## config.mk

```make
export PLATFORM = sky130hd
export DESIGN_NAME = fp_align_rshift_pipe
export DESIGN_NICKNAME = d
export VERILOG_FILES = /design/src/rtl/fp_align_pkg.sv /design/src/rtl/fp_rshift_sticky_level.sv /design/src/rtl/fp_align_rshift_pipe.sv
export SDC_FILE = /design/constraint.sdc
export NUM_CORES = 1
export LEC_CHECK = 0
export BUFFER_PORTS_ARGS = -buffer_cell sky130_fd_sc_hd__buf_2
export CAP_MARGIN = 30
export CORE_MARGIN = 10
export CORE_UTILIZATION = 58
export DETAILED_ROUTE_END_ITERATION = 6
export GPL_ROUTABILITY_DRIVEN = 0
export PLACE_DENSITY_LB_ADDON = 0.08
export SETUP_SLACK_MARGIN = 0.5
export SYNTH_ARGS = -nofsm -noshare
export SYNTH_HDL_FRONTEND = slang
export SYNTH_SLANG_ARGS = --single-unit
```

## constraint.sdc

```tcl
create_clock -name clk -period 3.56 [get_ports clk]
set_input_delay 0.356 -clock clk [delete_from_list [all_inputs] [get_ports clk]]
set_output_delay 0.356 -clock clk [all_outputs]
set_load 0.05 [all_outputs]
```

## src/rtl/fp_align_pkg.sv

```systemverilog
// ============================================================================
// Module : fp_align_pkg
// Brief  : Shared constants and helpers for the FP alignment shifter.
// Rev    : 1.0  initial release
// ============================================================================
`default_nettype none

package fp_align_pkg;

    localparam int GRS_W     = 2;   // guard + round bits appended below the mantissa
    localparam int SP_MANT_W = 24;
    localparam int DP_MANT_W = 53;

    // Shift amounts at or above this value flush the whole mantissa into sticky.
    function automatic int sat_threshold(input int mant_w);
        return mant_w + GRS_W;
    endfunction

endpackage

`default_nettype wire

```

## src/rtl/fp_rshift_sticky_level.sv

```systemverilog
// ============================================================================
// Module : fp_rshift_sticky_level
// Brief  : One log-shifter level: conditional right shift by AMT with sticky OR.
// Rev    : 1.0  initial release
// ============================================================================
`default_nettype none

module fp_rshift_sticky_level #(
    parameter int W   = 26,
    parameter int AMT = 1
) (
    input  logic [W-1:0] vec_in,
    input  logic         sticky_in,
    input  logic         ena,
    output logic [W-1:0] vec_out,
    output logic         sticky_out
);

    logic w_disc;

    generate
        if (AMT >= W) begin : g_sat
            // The whole vector falls off the bottom.
            assign vec_out = ena ? '0 : vec_in;
            assign w_disc  = |vec_in;
        end else begin : g_shift
            assign vec_out = ena ? (vec_in >> AMT) : vec_in;
            assign w_disc  = |vec_in[AMT-1:0];
        end
    endgenerate

    assign sticky_out = sticky_in | (ena & w_disc);

endmodule

`default_nettype wire

```

## src/rtl/fp_align_rshift_pipe.sv

```systemverilog
// ============================================================================
// Module : fp_align_rshift_pipe
// Brief  : Two-stage elastic mantissa right-shift aligner with guard/round/sticky.
// Rev    : 1.0  initial release
// ============================================================================
`default_nettype none

module fp_align_rshift_pipe
    import fp_align_pkg::*;
#(
    parameter int MANT_W  = SP_MANT_W,
    parameter int SHIFT_W = 5,
    parameter int TAG_W   = 4,
    parameter int SPLIT   = 3
) (
    input  logic               clk,
    input  logic               rst_n,
    input  logic               flush,
    input  logic               in_valid,
    output logic               in_ready,
    input  logic               in_sign,
    input  logic [MANT_W-1:0]  in_mant,
    input  logic [SHIFT_W-1:0] in_nshift,
    input  logic [TAG_W-1:0]   in_tag,
    output logic               out_valid,
    input  logic               out_ready,
    output logic               out_sign,
    output logic [MANT_W-1:0]  out_mant,
    output logic               out_guard,
    output logic               out_round,
    output logic               out_sticky,
    output logic [TAG_W-1:0]   out_tag
);

    localparam int EXT_W = sat_threshold(MANT_W);
    localparam int LO_W  = SHIFT_W - SPLIT;

    // ---------------- handshake ----------------
    logic r_s1_valid;
    logic r_s2_valid;
    logic w_s2_adv;
    logic w_s1_adv;
    logic w_accept;

    assign w_s2_adv = !r_s2_valid || out_ready;
    assign w_s1_adv = !r_s1_valid || w_s2_adv;
    assign in_ready = w_s1_adv && !flush;
    assign w_accept = in_valid && in_ready;

    // ---------------- stage-1 shift levels (MSB levels) ----------------
    logic [EXT_W-1:0] w_s1_vec [0:SPLIT];
    logic             w_s1_stk [0:SPLIT];

    assign w_s1_vec[0] = {in_mant, {GRS_W{1'b0}}};
    assign w_s1_stk[0] = 1'b0;

    generate
        for (genvar j = 0; j < SPLIT; j++) begin : g_s1_lvl
            localparam int LVL = SHIFT_W - 1 - j;
            fp_rshift_sticky_level #(
                .W   (EXT_W),
                .AMT (1 << LVL)
            ) u_lvl (
                .vec_in     (w_s1_vec[j]),
                .sticky_in  (w_s1_stk[j]),
                .ena        (in_nshift[LVL]),
                .vec_out    (w_s1_vec[j+1]),
                .sticky_out (w_s1_stk[j+1])
            );
        end
    endgenerate

    logic [EXT_W-1:0] r_s1_vec;
    logic             r_s1_sticky;
    logic [LO_W-1:0]  r_s1_nlow;
    logic             r_s1_sign;
    logic [TAG_W-1:0] r_s1_tag;

    always_ff @(posedge clk) begin
        if (!rst_n) begin
            r_s1_valid  <= 1'b0;
            r_s1_vec    <= '0;
            r_s1_sticky <= 1'b0;
            r_s1_nlow   <= '0;
            r_s1_sign   <= 1'b0;
            r_s1_tag    <= '0;
        end else if (flush) begin
            r_s1_valid <= 1'b0;
        end else if (w_s1_adv) begin
            r_s1_valid <= in_valid;
            if (w_accept) begin
                r_s1_vec    <= w_s1_vec[SPLIT];
                r_s1_sticky <= w_s1_stk[SPLIT];
                r_s1_nlow   <= in_nshift[LO_W-1:0];
                r_s1_sign   <= in_sign;
                r_s1_tag    <= in_tag;
            end
        end
    end

    // ---------------- stage-2 shift levels (LSB levels) ----------------
    logic [EXT_W-1:0] w_s2_vec [0:LO_W];
    logic             w_s2_stk [0:LO_W];
    logic [EXT_W-1:0] w_s2_res;

    assign w_s2_vec[0] = r_s1_vec;
    assign w_s2_stk[0] = r_s1_sticky;

    generate
        for (genvar j = 0; j < LO_W; j++) begin : g_s2_lvl
            localparam int LVL = LO_W - 1 - j;
            fp_rshift_sticky_level #(
                .W   (EXT_W),
                .AMT (1 << LVL)
            ) u_lvl (
                .vec_in     (w_s2_vec[j]),
                .sticky_in  (w_s2_stk[j]),
                .ena        (r_s1_nlow[LVL]),
                .vec_out    (w_s2_vec[j+1]),
                .sticky_out (w_s2_stk[j+1])
            );
        end
    endgenerate

    assign w_s2_res = w_s2_vec[LO_W];

    always_ff @(posedge clk) begin
        if (!rst_n) begin
            r_s2_valid <= 1'b0;
            out_mant   <= '0;
            out_guard  <= 1'b0;
            out_round  <= 1'b0;
            out_sticky <= 1'b0;
            out_sign   <= 1'b0;
            out_tag    <= '0;
        end else if (flush) begin
            r_s2_valid <= 1'b0;
        end else if (w_s2_adv) begin
            r_s2_valid <= r_s1_valid;
            if (r_s1_valid) begin
                out_mant   <= w_s2_res[EXT_W-1:GRS_W];
                out_guard  <= w_s2_res[1];
                out_round  <= w_s2_res[0];
                out_sticky <= w_s2_stk[LO_W];
                out_sign   <= r_s1_sign;
                out_tag    <= r_s1_tag;
            end
        end
    end

    assign out_valid = r_s2_valid;

endmodule

`default_nettype wire

```

==> impl_metrics.tcl <==
set metrics [dict create \
    synth_fa_ha_area_share_pct 0 \
    worstMarginPinSlew_ns 0.917 \
    post_cts_resized 0 \
    overflow 0 \
    dr.pass1.iters 5 \
    ant_nets 0 \
    synth.area.mux_share_pct 21.0 \
    num_antenna_cells 0 \
    final_net_count 511 \
    die_h_um 99.1 \
    yosys_warnings 0 \
    fin_cells 552 \
    grt_pass1_vias 3192 \
    portBuffers 72 \
    grt_pass1_wl_um 15600 \
    required_ns 3.82 \
    synth-compound-area-share_pct 16.7 \
    maxCapViolations 0 \
    maxSlewViolCount 0 \
    max_freq_mhz 484 \
    drc_errors 0 \
    period_needed_ns 2.07 \
    crit_arrival_ns 2.32 \
    cts_max_level 3 \
    status "finished, final reports clean" \
    start_util_pct 60.5 \
    syn-instance-count 418 \
    synth_seq_cells 68 \
    cts_tree "done" \
    crit_fanout 24 \
    antenna_found_initial 0 \
    fin_crit_sh_pct 58.0 \
    syn_area_sq_um 3630 \
    drive_gt1_share_pct 28.1 \
    synth_top_family_by_area "multiplexers" \
    syn_area_per_cell_sq_um 8.68 \
    ctsHoldBuffers 0 \
    max_stage_delay_ns 0.83 \
    path_clk_slew_ns 0.08 \
    cts_setup_buffers 0 \
    gr-usage-all-layers_pct 19.0 \
    placement_rows 28 \
    hold_viol_final 0 \
    final_util_pct 72.3 \
    drt-initial-drc-count 251 \
    die_w_um 99.1 \
    root_buffer "clkbuf_8" \
    io_pins 73 \
    grt_max_degree 44 \
    clk_latency_ns 0.35 \
    die_area_sq_um 9820 \
    p_leak_nw 1.62 \
    crit_path_start_kind "flop" \
    cts_buffers 9 \
    synth.distinct_cells 41 \
    place_inst 534 \
    dpl.hpwl_um 6640 \
    worstPathCellList "nor2b_1, a211oi_4, buf_4, nor2_1, a211oi_1" \
    viasPerCell 6.12 \
    area_growth_pct 19.4 \
    whs_ns 0.233 \
    slew-limit-headroom_pct 38.7 \
    finalSetupTns_ns 0 \
    wire_per_inst_um 17.3 \
    clk_path_buf_depth 2 \
    cp_slowest_cell "a211oi_4" \
    end_kind "flop" \
    path_buf_inv 1 \
    ir_drop_mv 0.404 \
    critPathKind "flop to flop" \
    rsz0062_at_grt "false" \
    via_count 3378 \
    clock-sinks 68 \
    syn-num-nets 457 \
    core-area_sq_um 5990 \
    yosys.area_share.simple_pct 19.9 \
    critPathTopFamily "compound AO/OA/AOI/OAI gates" \
    wl_um 9570 \
    min_path_type "primary input to flop" \
    finClkSkew_ns 0.0131 \
    synth-seq-area-share_pct 37.5 \
    p_per_area_nw_per_um2 437 \
    synth-xor-area-share_pct 0 \
    final-setup-viol-count 0 \
]
## logic make-up after synthesis
kind of cell	after synthesis
and+or+nand+nor	164
AOI/OAI and AO/OA	99
muxes	47
DFF	68
buffers and inverters	40
## power by group
part	internal (mW)	switching (mW)	total [mW]
sequential	0.781	0.0239	0.805
clock	0.542	0.308	0.850
combinational	0.102	0.135	0.237
## final cells by class
class                   instances  area, sq um
inverters                       4         15.0
multi-input cells             310         2110
clock inverters                 7          146
repair buffers                 79          485
fillers                       484         1660
clock buffers                   9          124
well taps                      75         93.8
flip-flops and latches         68         1360
## flip-flops by register name, indices dropped and copies added (netlist names), 2 cells and up
signal and flops:
r_s1_tag 4, out_tag 4, r_s1_nlow 2, r_s1_vec 26, out_mant 24
## tightest hold or removal path: stages
cell and delay (ns):
buf_2 0.09, nand2_1 0.04, a21oi_1 0.05
## placed cells by master (no fill, tap or decap), types with 10 or more instances in the layout
cell type	count
a21oi_1	58
buf_2	72
mux4_2	22
dfxtp_1	68
mux2i_1	12
mux2_2	13
nand2_1	96
nor3_1	18
nor2_1	20
nand3_1	10
## synthesized netlist by cell type
library cell,number,share of area (%)
o21ai_0,7,0.97
a311oi_1,4,0.97
mux2i_1,12,3.3
nor2_1,20,2.1
inv_2,1,0.10
a31oi_1,3,0.52
nor2b_1,5,0.86
buf_4,2,0.41
clkinv_1,1,0.10
a21oi_1,58,8.0
a211oi_1,4,0.83
buf_1,1,0.10
buf_6,1,0.31
or3_1,3,0.52
or3b_1,1,0.24
nand4b_1,1,0.24
o211ai_1,9,1.9
a21o_1,1,0.21
o221a_2,1,0.31
buf_2,7,0.97
dfxtp_1,68,38
a221o_1,4,1.1
nand2_1,96,9.9
o22ai_1,1,0.17
nand2b_1,1,0.17
nand4bb_1,1,0.31
o2bb2ai_1,4,0.97
nor3b_1,1,0.21
nor3_1,18,2.5
nand3_1,10,1.4
a211oi_2,1,0.34
or4_1,2,0.41
mux2_2,13,4.0
inv_1,2,0.21
clkbuf_1,25,2.6
o311ai_0,1,0.24
mux4_2,22,14
a211o_1,1,0.24
nor4_1,3,0.52
nor3b_2,1,0.34
nor4b_1,1,0.24
## path summary, 6_finish.rpt
kind               start      endpoint  slack, ns  depth (start not counted)
min reg2reg  out_mant[0]   out_mant[0]       0.45                          2
max reg2reg    out_valid  r_s1_vec[13]       1.49                          5
max            out_valid  r_s1_vec[13]       1.49                          5
min              in_sign     r_s1_sign       0.23                          3
## metrics by stage
step	total power, mW	cell area (sq um)	setup slack [ns]
after floorplan	0.977	3630	1.62
after global placement	1.04	3960	1.26
after detailed placement	1.05	4010	1.27
after CTS	1.89	4280	1.34
after global routing	1.96	4330	1.29
final	1.89	4330	1.49
## per-layer routing
metal  GRT usage [%]  routed length, um  vias to the layer above
li1                -                  -                     1627
met3            5.10                704                       18
met4            7.17                193                        0
met2            28.9               4570                      142
met5               0                  0                        -
met1            25.3               4100                     1591
Note: power is estimated with default switching activity, not from simulation.
